## src/rtl/per_byte_packer_pkg.sv

```systemverilog
// Shared types and constants for the nibble-to-byte packer and its byte FIFO.
package per_byte_packer_pkg;

    typedef enum logic {
        LOW  = 1'b0,
        HIGH = 1'b1
    } pack_state_t;

    localparam int NIBBLE_W = 4;
    localparam int BYTE_W   = 2 * NIBBLE_W;

    function automatic logic even_parity(input logic [BYTE_W-1:0] b);
        return ^b;
    endfunction

endpackage

```

## src/rtl/per_byte_fifo.sv

```systemverilog
// Byte FIFO for the packer: registered storage, wrapping pointers, occupancy count.
module per_byte_fifo #(
    parameter int DEPTH = 4,
    parameter int CW    = 3,
    parameter int W     = 8
) (
    input  logic          per_clock,
    input  logic          per_reset,
    input  logic          flush,
    input  logic          push,
    input  logic [W-1:0]  push_data,
    input  logic          pop,
    output logic [W-1:0]  head_data,
    output logic          head_valid,
    output logic          full,
    output logic [CW-1:0] count
);

    localparam int PW = $clog2(DEPTH);

    logic [W-1:0]  mem [DEPTH];
    logic [PW-1:0] wr_ptr;
    logic [PW-1:0] rd_ptr;
    logic          do_push;
    logic          do_pop;

    assign head_valid = (count != '0);
    assign full       = (count == CW'(DEPTH));
    // full/empty come from the pre-edge count, so a full FIFO never takes a
    // same-cycle push even when a pop happens at that edge.
    assign do_push    = push && !full;
    assign do_pop     = pop && head_valid;
    assign head_data  = head_valid ? mem[rd_ptr] : '0;

    always_ff @(posedge per_clock) begin
        if (!per_reset || flush) begin
            wr_ptr <= '0;
            rd_ptr <= '0;
            count  <= '0;
        end else begin
            if (do_push) begin
                mem[wr_ptr] <= push_data;
                wr_ptr      <= wr_ptr + 1'b1;
            end
            if (do_pop) begin
                rd_ptr <= rd_ptr + 1'b1;
            end
            case ({do_push, do_pop})
                2'b10:   count <= count + 1'b1;
                2'b01:   count <= count - 1'b1;
                default: count <= count;
            endcase
        end
    end

endmodule

```

## src/rtl/per_byte_packer.sv

```systemverilog
// Packs nibble pairs (low nibble first) into bytes queued in per_byte_fifo.
// Optional per-byte even parity output when PER_BYTE_PACKER_PARITY_EN is defined.
module per_byte_packer
    import per_byte_packer_pkg::*;
#(
    parameter int DEPTH = 4,
    parameter int CW    = 3
) (
    input  logic                per_clock,
    input  logic                per_reset,
    input  logic                in_valid,
    input  logic [NIBBLE_W-1:0] in_nibble,
    output logic                in_ready,
    input  logic                flush,
    output logic                out_valid,
    output logic [BYTE_W-1:0]   out_byte,
    input  logic                out_ready,
    output logic [CW-1:0]       fifo_count,
    output logic                overflow
`ifdef PER_BYTE_PACKER_PARITY_EN
    ,
    output logic                out_parity
`endif
);

`ifdef PER_BYTE_PACKER_PARITY_EN
    localparam int EW = BYTE_W + 1;
`else
    localparam int EW = BYTE_W;
`endif

    pack_state_t         state;
    pack_state_t         state_next;
    logic [NIBBLE_W-1:0] hold;
    logic                fifo_full;
    logic                accept;
    logic                push;
    logic [BYTE_W-1:0]   push_byte;
    logic [EW-1:0]       push_entry;
    logic [EW-1:0]       head_entry;

    assign accept    = in_valid && in_ready;
    assign push_byte = {in_nibble, hold};

`ifdef PER_BYTE_PACKER_PARITY_EN
    assign push_entry = {even_parity(push_byte), push_byte};
    assign out_parity = head_entry[BYTE_W];
`else
    assign push_entry = push_byte;
`endif
    assign out_byte = head_entry[BYTE_W-1:0];

    always_ff @(posedge per_clock) begin
        if (!per_reset || flush) begin
            state <= LOW;
        end else begin
            state <= state_next;
        end
    end

    always_comb begin
        state_next = state;
        if (accept) begin
            state_next = (state == LOW) ? HIGH : LOW;
        end
    end

    // Nothing is accepted while reset or flush is asserted.
    always_comb begin
        in_ready = 1'b0;
        push     = 1'b0;
        if (per_reset && !flush) begin
            case (state)
                LOW:  in_ready = 1'b1;
                HIGH: begin
                    in_ready = !fifo_full;
                    push     = in_valid && !fifo_full;
                end
                default: in_ready = 1'b0;
            endcase
        end
    end

    always_ff @(posedge per_clock) begin
        if (!per_reset || flush) begin
            hold     <= '0;
            overflow <= 1'b0;
        end else begin
            if (accept && state == LOW) begin
                hold <= in_nibble;
            end
            if (in_valid && !in_ready) begin
                overflow <= 1'b1;
            end
        end
    end

    per_byte_fifo #(
        .DEPTH (DEPTH),
        .CW    (CW),
        .W     (EW)
    ) u_fifo (
        .per_clock  (per_clock),
        .per_reset  (per_reset),
        .flush      (flush),
        .push       (push),
        .push_data  (push_entry),
        .pop        (out_ready),
        .head_data  (head_entry),
        .head_valid (out_valid),
        .full       (fifo_full),
        .count      (fifo_count)
    );

endmodule
```

## config.mk

```make
export PLATFORM = sky130hd
export DESIGN_NAME = per_byte_packer
export DESIGN_NICKNAME = d
export VERILOG_FILES = /design/src/rtl/per_byte_packer_pkg.sv /design/src/rtl/per_byte_fifo.sv /design/src/rtl/per_byte_packer.sv
export SDC_FILE = /design/constraint.sdc
export NUM_CORES = 1
export LEC_CHECK = 0
export ABC_AREA = 1
export BUFFER_PORTS_ARGS = -buffer_cell sky130_fd_sc_hd__clkbuf_2
export CELL_PAD_IN_SITES_DETAIL_PLACEMENT = 1
export CELL_PAD_IN_SITES_GLOBAL_PLACEMENT = 1
export CORE_UTILIZATION = 43
export DETAILED_ROUTE_END_ITERATION = 7
export PLACE_DENSITY_LB_ADDON = 0.12
export SYNTH_ARGS = -nofsm -noshare
export SYNTH_HDL_FRONTEND = slang
export SYNTH_HIERARCHICAL = 1
export SYNTH_SLANG_ARGS = --single-unit
export TNS_END_PERCENT = 50
```

## constraint.sdc

```tcl
create_clock -name per_clock -period 2.79 [get_ports per_clock]
set_input_delay 0.279 -clock per_clock [delete_from_list [all_inputs] [get_ports per_clock]]
set_output_delay 0.279 -clock per_clock [all_outputs]
set_load 0.01 [all_outputs]
```

==> impl_metrics.env, run 1 <==
export IMPL_status="finished clean"
export IMPL_ys_async_sr_fraction_pct=0
export IMPL_antenna_found_initial=0
export IMPL_syn_area_sq_mm=0.002083
export IMPL_busiest_layer="met2"
export IMPL_core_area_sq_mm=0.004504
export IMPL_cp_end_kind="flop"
export IMPL_crit_fanout=8
export IMPL_critical_path_class="flop to flop"
export IMPL_power_leakage_nw=0.9290
export IMPL_fin_skew_ns=0.009606
export IMPL_multi_input_area_sq_um=663.1
export IMPL_vdd_drop_max_v=0.0002978
export IMPL_cp_cell_sequence="inv_1, nand3_2, inv_1, nor3_2, nand3_1, nor2_1"
export IMPL_grt_start_max_net_pins=18
export IMPL_yosys_cell_types_count=25
export IMPL_cts_resized=0
export IMPL_postCtsSetupRepairBufs=0
export IMPL_vias_per_cell=4.979
export IMPL_slew_viol_final=0
export IMPL_portBuffers=22
export IMPL_die_w_um=71.61
export IMPL_nets=245
export IMPL_drt_wl_total_mm=4.187
export IMPL_crit_slowest_cell="nor2_1"
export IMPL_p_total_w=0.001183
export IMPL_grtUsageMet2_pct=33.54
export IMPL_ioPinCount=23
export IMPL_ant_nets=0
export IMPL_areaGrowthSynthToFinish_pct=9.550
export IMPL_max_stage_delay_ns=0.53
export IMPL_numCtsBuffers=5
export IMPL_grt_met1_usage_pct=23.50
export IMPL_clock_sinks=47
export IMPL_htreeDepth=2
export IMPL_worst_pin_slew_ns=0.7572
export IMPL_crit_top_cell="inv_1"
export IMPL_finalSetupTns_ns=0
export IMPL_drc=0
export IMPL_worstPathArrival_ns=2.10
export IMPL_synth_seq_area_share_pct=60.54
export IMPL_drt_first_iter_violations=68
export IMPL_required_ns=2.72
export IMPL_first_global_vias=1512
export IMPL_met3_usage_pct=3.376
export IMPL_syn_inst=206
export IMPL_clkTransAtPathRegs_ns=0.09
export IMPL_fin_crit_ns=2.169
export IMPL_postCtsHoldBufs=0
export IMPL_post_dp_hpwl_mm=3.273
export IMPL_drt_first_pass_iters=4
export IMPL_cts_root_buf="clkbuf_8"
export IMPL_setup_viol_count_final=0
export IMPL_rsz0062_at_grt="false"
export IMPL_synth_area_per_cell_sq_um=10.11
export IMPL_fin_cells=283
export IMPL_grt_first_pass_wirelength_mm=7.120
export IMPL_vias=1409
export IMPL_start_kind="flop"
export IMPL_synth_edf_count=32
export IMPL_worst_slack_ns=0.6214
export IMPL_finalHoldViolCount=0
export IMPL_finalCritPeriodShare_pct=77.73
export IMPL_dieArea_sq_mm=0.005127
export IMPL_max_slew_margin_pct=49.45
export IMPL_die_h_um=71.61
export IMPL_synth_seq_cells=47
export IMPL_post_place_ws_ns=0.6138
export IMPL_core_rowCount=24
export IMPL_syn_num_nets=221
export IMPL_p_per_area_mw_per_mm2=518.5
export IMPL_clockBufferDepth=2
export IMPL_wl_per_cell_um=14.80
export IMPL_synth_ff_type="edfxtp_1"
export IMPL_clk_latency_ns=0.29
export IMPL_cts_tree="done"
export IMPL_hold_class="primary input to flop"
export IMPL_start_util_pct=46.25
export IMPL_gp_congestion=0.8020
export IMPL_seqCellArea_sq_mm=0.001261
export IMPL_cap_violations=0
export IMPL_gr_usage_all_layers_pct=18.63
export IMPL_overflow=0
export IMPL_fmax_mhz=461.1
export IMPL_fillers=544
export IMPL_post_place_cells=275
export IMPL_holdWs_ns=0.2521
export IMPL_ys_warn_count=6
export IMPL_drive_gt1_share_pct=18.18
export IMPL_diodes=0
-- kinds of logic (layout without fill, tap and decap cells) --
logic type                 after synthesis  count (layout)  share of synthesized area [%]
DFF                                     47              47                          60.54
adders and majority gates                6               6                          3.964
AOI/OAI and AO/OA                       30              30                          7.688
buffers and inverters                   28              53                          7.628
and+or+nand+nor                         95              95                          20.18
-- critical path, delay by kind of cell (launching register included) --
kind | cells | cell delay [ns]
DFF | 1 | 0.35
and+or+nand+nor | 4 | 1.24
buffers and inverters | 2 | 0.21
-- final cells by class --
type	count	share of cell area, %
clock inverter	3	0.8772
sequential	47	55.26
multi-input combinational	131	29.06
inverter	23	4.112
clock buffer	5	3.015
timing repair buffer	22	4.825
tap	52	2.851
-- synthesized netlist by cell type (2+ instances only) --
cell type,number,area [sq um]
a21oi_1,14,70.07
buf_6,2,22.52
dfxtp_1,15,300.3
edfxtp_1,32,960.9
ha_1,5,62.56
inv_1,19,71.32
inv_2,3,11.26
nand2_1,50,187.7
nand3_1,4,20.02
nand3_2,2,20.02
nand4_1,5,31.28
nor2_1,26,97.59
nor2_2,3,18.77
nor3_2,2,20.02
o211ai_1,4,30.03
o21ai_0,10,50.05
o21ai_1,2,10.01
-- report_power, final --
| group | switching, W | total (W) | internal [W] |
|---|---|---|---|
| clock network | 0.000220 | 0.000395 | 0.000174 |
| registers | 0.00000547 | 0.000749 | 0.000744 |
| logic | 0.0000267 | 0.0000396 | 0.0000129 |
| total | 0.000252 | 0.00118 | 0.000931 |
-- placed cells by master (no fill, tap or decap), types with 3 or more instances in the layout --
cell type / n
nand2_1: 50
o21ai_0: 10
clkbuf_8: 5
clkbuf_2: 22
nor2_1: 26
dfxtp_1: 15
nand3_1: 4
edfxtp_1: 32
inv_2: 3
nor2_2: 3
ha_1: 5
o211ai_1: 4
nand4_1: 5
inv_1: 19
a21oi_1: 14
-- worst paths after layout --
check                                      from          endpoint  slack [ns]  cells past startpoint
worst max register to register  u_fifo/count[0]  u_fifo/mem[3][0]        0.62                      6
worst min-delay path               in_nibble[1]  u_fifo/mem[3][5]        0.25                      1
worst max-delay path            u_fifo/count[0]  u_fifo/mem[3][0]        0.62                      6
worst min register to register         overflow          overflow        0.48                      2
-- through the flow --
step	util, %	area [sq um]
final	50.67	2282
after floorplan	-	2083
after global placement	48.69	2193
after global routing	50.67	2282
after detailed placement	48.69	2193
after CTS	50.67	2282
-- flip-flops by register name (all words and copies together) (netlist names), named ones only --
name           count
u_fifo/wr_ptr      2
u_fifo/rd_ptr      2
u_fifo/mem        32
overflow           1
state              1
u_fifo/count       3
hold               4
-- routing by layer --
metal  wire length, um  part of all wire [%]
met1              1901                    45
met2              2170                    52
met3               115                   2.7
met4                 0                     0
met5                 0                     0
Note: power is estimated with default switching activity, not from simulation.
==> run 2: changes to the inputs <==
Clock period 2.79 ns to 2.1 ns, I/O delays scaled along.
==> impl_metrics.env, run 2 (same netlist as run 1, synthesis figures left out) <==
export IMPL_drt_first_pass_iters=4
export IMPL_p_seq_share_pct=58.3
export IMPL_fillers=520
export IMPL_p_sw_share_pct=19.95
export IMPL_portBuffers=22
export IMPL_critPathLaunch="u_fifo/count[2]"
export IMPL_crit_top_cell="inv_1"
export IMPL_clkTransAtPathRegs_ns=0.09
export IMPL_vias=1481
export IMPL_fin_crit_ns=1.986
export IMPL_clk_latency_ns=0.29
export IMPL_ioPinCount=23
export IMPL_setup_viol_count_final=0
export IMPL_finalCritPeriodShare_pct=94.58
export IMPL_final_area_sq_mm=0.002371
export IMPL_overflow=0
export IMPL_r2r_end="u_fifo/count[2]"
export IMPL_largest_reg_flops=32
export IMPL_cp_end_kind="flop"
export IMPL_dieArea_sq_mm=0.005127
export IMPL_combPwrFrac_pct=3.3
export IMPL_drive_gt1_share_pct=22.69
export IMPL_r2r_start="u_fifo/count[2]"
export IMPL_vdd_drop_max_v=0.0003209
export IMPL_cap_violations=0
export IMPL_antenna_found_initial=0
export IMPL_gr_usage_all_layers_pct=18.37
export IMPL_start_kind="flop"
export IMPL_clock_sinks=47
export IMPL_drc=0
export IMPL_r2r_slack_ns=0.11
export IMPL_gp_congestion=0.8383
export IMPL_max_slew_margin_pct=66.47
export IMPL_core_rowCount=24
export IMPL_seqCellArea_sq_mm=0.001265
export IMPL_vias_per_cell=5.107
export IMPL_clock_power_share_pct=38.5
export IMPL_worst_slack_ns=0.1137
export IMPL_nets=252
export IMPL_final_cell_mix="nand2_1 (50), edfxtp_1 (32), nor2_1 (26)"
export IMPL_postCtsSetupRepairBufs=0
export IMPL_grt_start_max_net_pins=17
export IMPL_die_w_um=71.61
export IMPL_die_h_um=71.61
export IMPL_cp_cell_sequence="inv_1, nand3_2, inv_2, nor2_1, ha_1, inv_1, fa_1, inv_1, nand2_1, nand3_1, nand2_1, inv_1, nor2_1"
export IMPL_crit_fanout=9
export IMPL_wl_per_cell_um=14.88
export IMPL_fin_cells=290
export IMPL_fin_skew_ns=0.008263
export IMPL_power_leakage_nw=0.9883
export IMPL_mostFrequentLayoutCell="nand2_1"
export IMPL_reg_largest_list="u_fifo/mem (32), hold (4), u_fifo/count (3)"
export IMPL_p_per_area_mw_per_mm2=719.8
export IMPL_ant_nets=0
export IMPL_multi_input_area_sq_um=670.6
export IMPL_cp_endpoint="u_fifo/count[2]"
export IMPL_p_int_w=0.001366
export IMPL_htreeDepth=2
export IMPL_grt_first_pass_wirelength_mm=7.044
export IMPL_holdWs_ns=0.1499
export IMPL_status="finished clean"
export IMPL_cts_tree="done"
export IMPL_worstPathArrival_ns=2.18
export IMPL_slew_viol_final=0
export IMPL_numCtsBuffers=5
export IMPL_top_register="u_fifo/mem"
export IMPL_r2r_cells=13
export IMPL_finalHoldViolCount=0
export IMPL_diodes=0
export IMPL_critical_path_class="flop to flop"
export IMPL_clockBufferDepth=2
export IMPL_p_switching_w=0.0003405
export IMPL_fmax_mhz=503.5
export IMPL_max_stage_delay_ns=0.40
export IMPL_placedInstanceArea_sq_mm=0.002246
export IMPL_drt_first_iter_violations=60
export IMPL_start_util_pct=46.25
export IMPL_crit_slowest_cell="dfxtp_2"
export IMPL_post_place_cells=282
export IMPL_first_global_vias=1494
export IMPL_required_ns=2.29
export IMPL_areaGrowthSynthToFinish_pct=13.81
export IMPL_worst_pin_slew_ns=0.5024
export IMPL_hold_class="primary input to flop"
export IMPL_cts_root_buf="clkbuf_8"
export IMPL_core_area_sq_mm=0.004504
export IMPL_drt_wl_total_mm=4.314
export IMPL_post_place_ws_ns=0.03165
export IMPL_post_dp_hpwl_mm=3.179
[run 2: cell types whose count changed in the layout (fill, tap and decap cells not counted), moves of 2 or more]
cell        previous run  this run
clkinvlp_4             2         0
inv_2                  3         5
buf_4                  0         7
inv_1                 19        17
dfxtp_1               15        12
dfxtp_2                0         3
[run 2: critical path: cells and delay by family (launching register included)]
kind,cells,cell delay [ns]
DFF,1,0.40
buffers and inverters,5,0.41
adders and majority gates,2,0.58
and+or+nand+nor,6,0.49
[run 2: worst min path at each step]
| stage | endpoint | start | depth (start not counted) |
|---|---|---|---|
| 3_5_place_dp | u_fifo/mem[2][5] | in_nibble[1] | 1 |
| 6_report | u_fifo/mem[1][5] | in_nibble[1] | 1 |
| 5_1_grt | u_fifo/mem[1][5] | in_nibble[1] | 1 |
| 4_1_cts | u_fifo/mem[0][5] | in_nibble[1] | 1 |
| 3_3_place_gp | overflow | overflow | 2 |
| 2_1_floorplan | u_fifo/mem[0][4] | in_nibble[0] | 0 |
[run 2: per-stage QoR]
step	util (%)	total power, W	setup TNS, ns
after floorplan	-	0.001043	0
after global placement	49.86	0.001067	0
final	52.64	0.001707	0
after detailed placement	49.86	0.001071	0
after global routing	52.64	0.001763	-0.002139
after CTS	52.39	0.001727	0
[run 2: power groups by stage]
stage          clock [W]  sequential [W]  combinational (W)
2_1_floorplan          0         0.00101          0.0000291
3_5_place_dp           0         0.00102          0.0000553
6_report        0.000657        0.000994          0.0000555
5_1_grt         0.000707        0.000995          0.0000614
3_3_place_gp           0         0.00102          0.0000522
4_1_cts         0.000677        0.000994          0.0000555
[run 2: layer usage]
layer | part of all wire [%] | GRT usage, % | vias to the layer above
met5 | 0 | 0 | -
met4 | 0.60 | 5.882 | 0
met3 | 3.3 | 3.797 | 2
met2 | 53 | 33.44 | 23
met1 | 43 | 21.67 | 714
li1 | - | - | 742
[run 2: timing repair]
| item | CTS | global route |
|---|---|---|
| endpoints found under the setup margin | 0 | 3 |
| resized for setup | 0 | 6 |
| hold buffers | 0 | 0 |
[run 2: cell type report]
class                      count  share of cell area [%]
clock inverter                 3                   1.900
multi-input combinational    131                   28.28
inverter                      23                   3.958
timing repair buffer          29                   6.860
clock buffer                   5                   2.902
tap                           52                   2.744
sequential                    47                   53.35
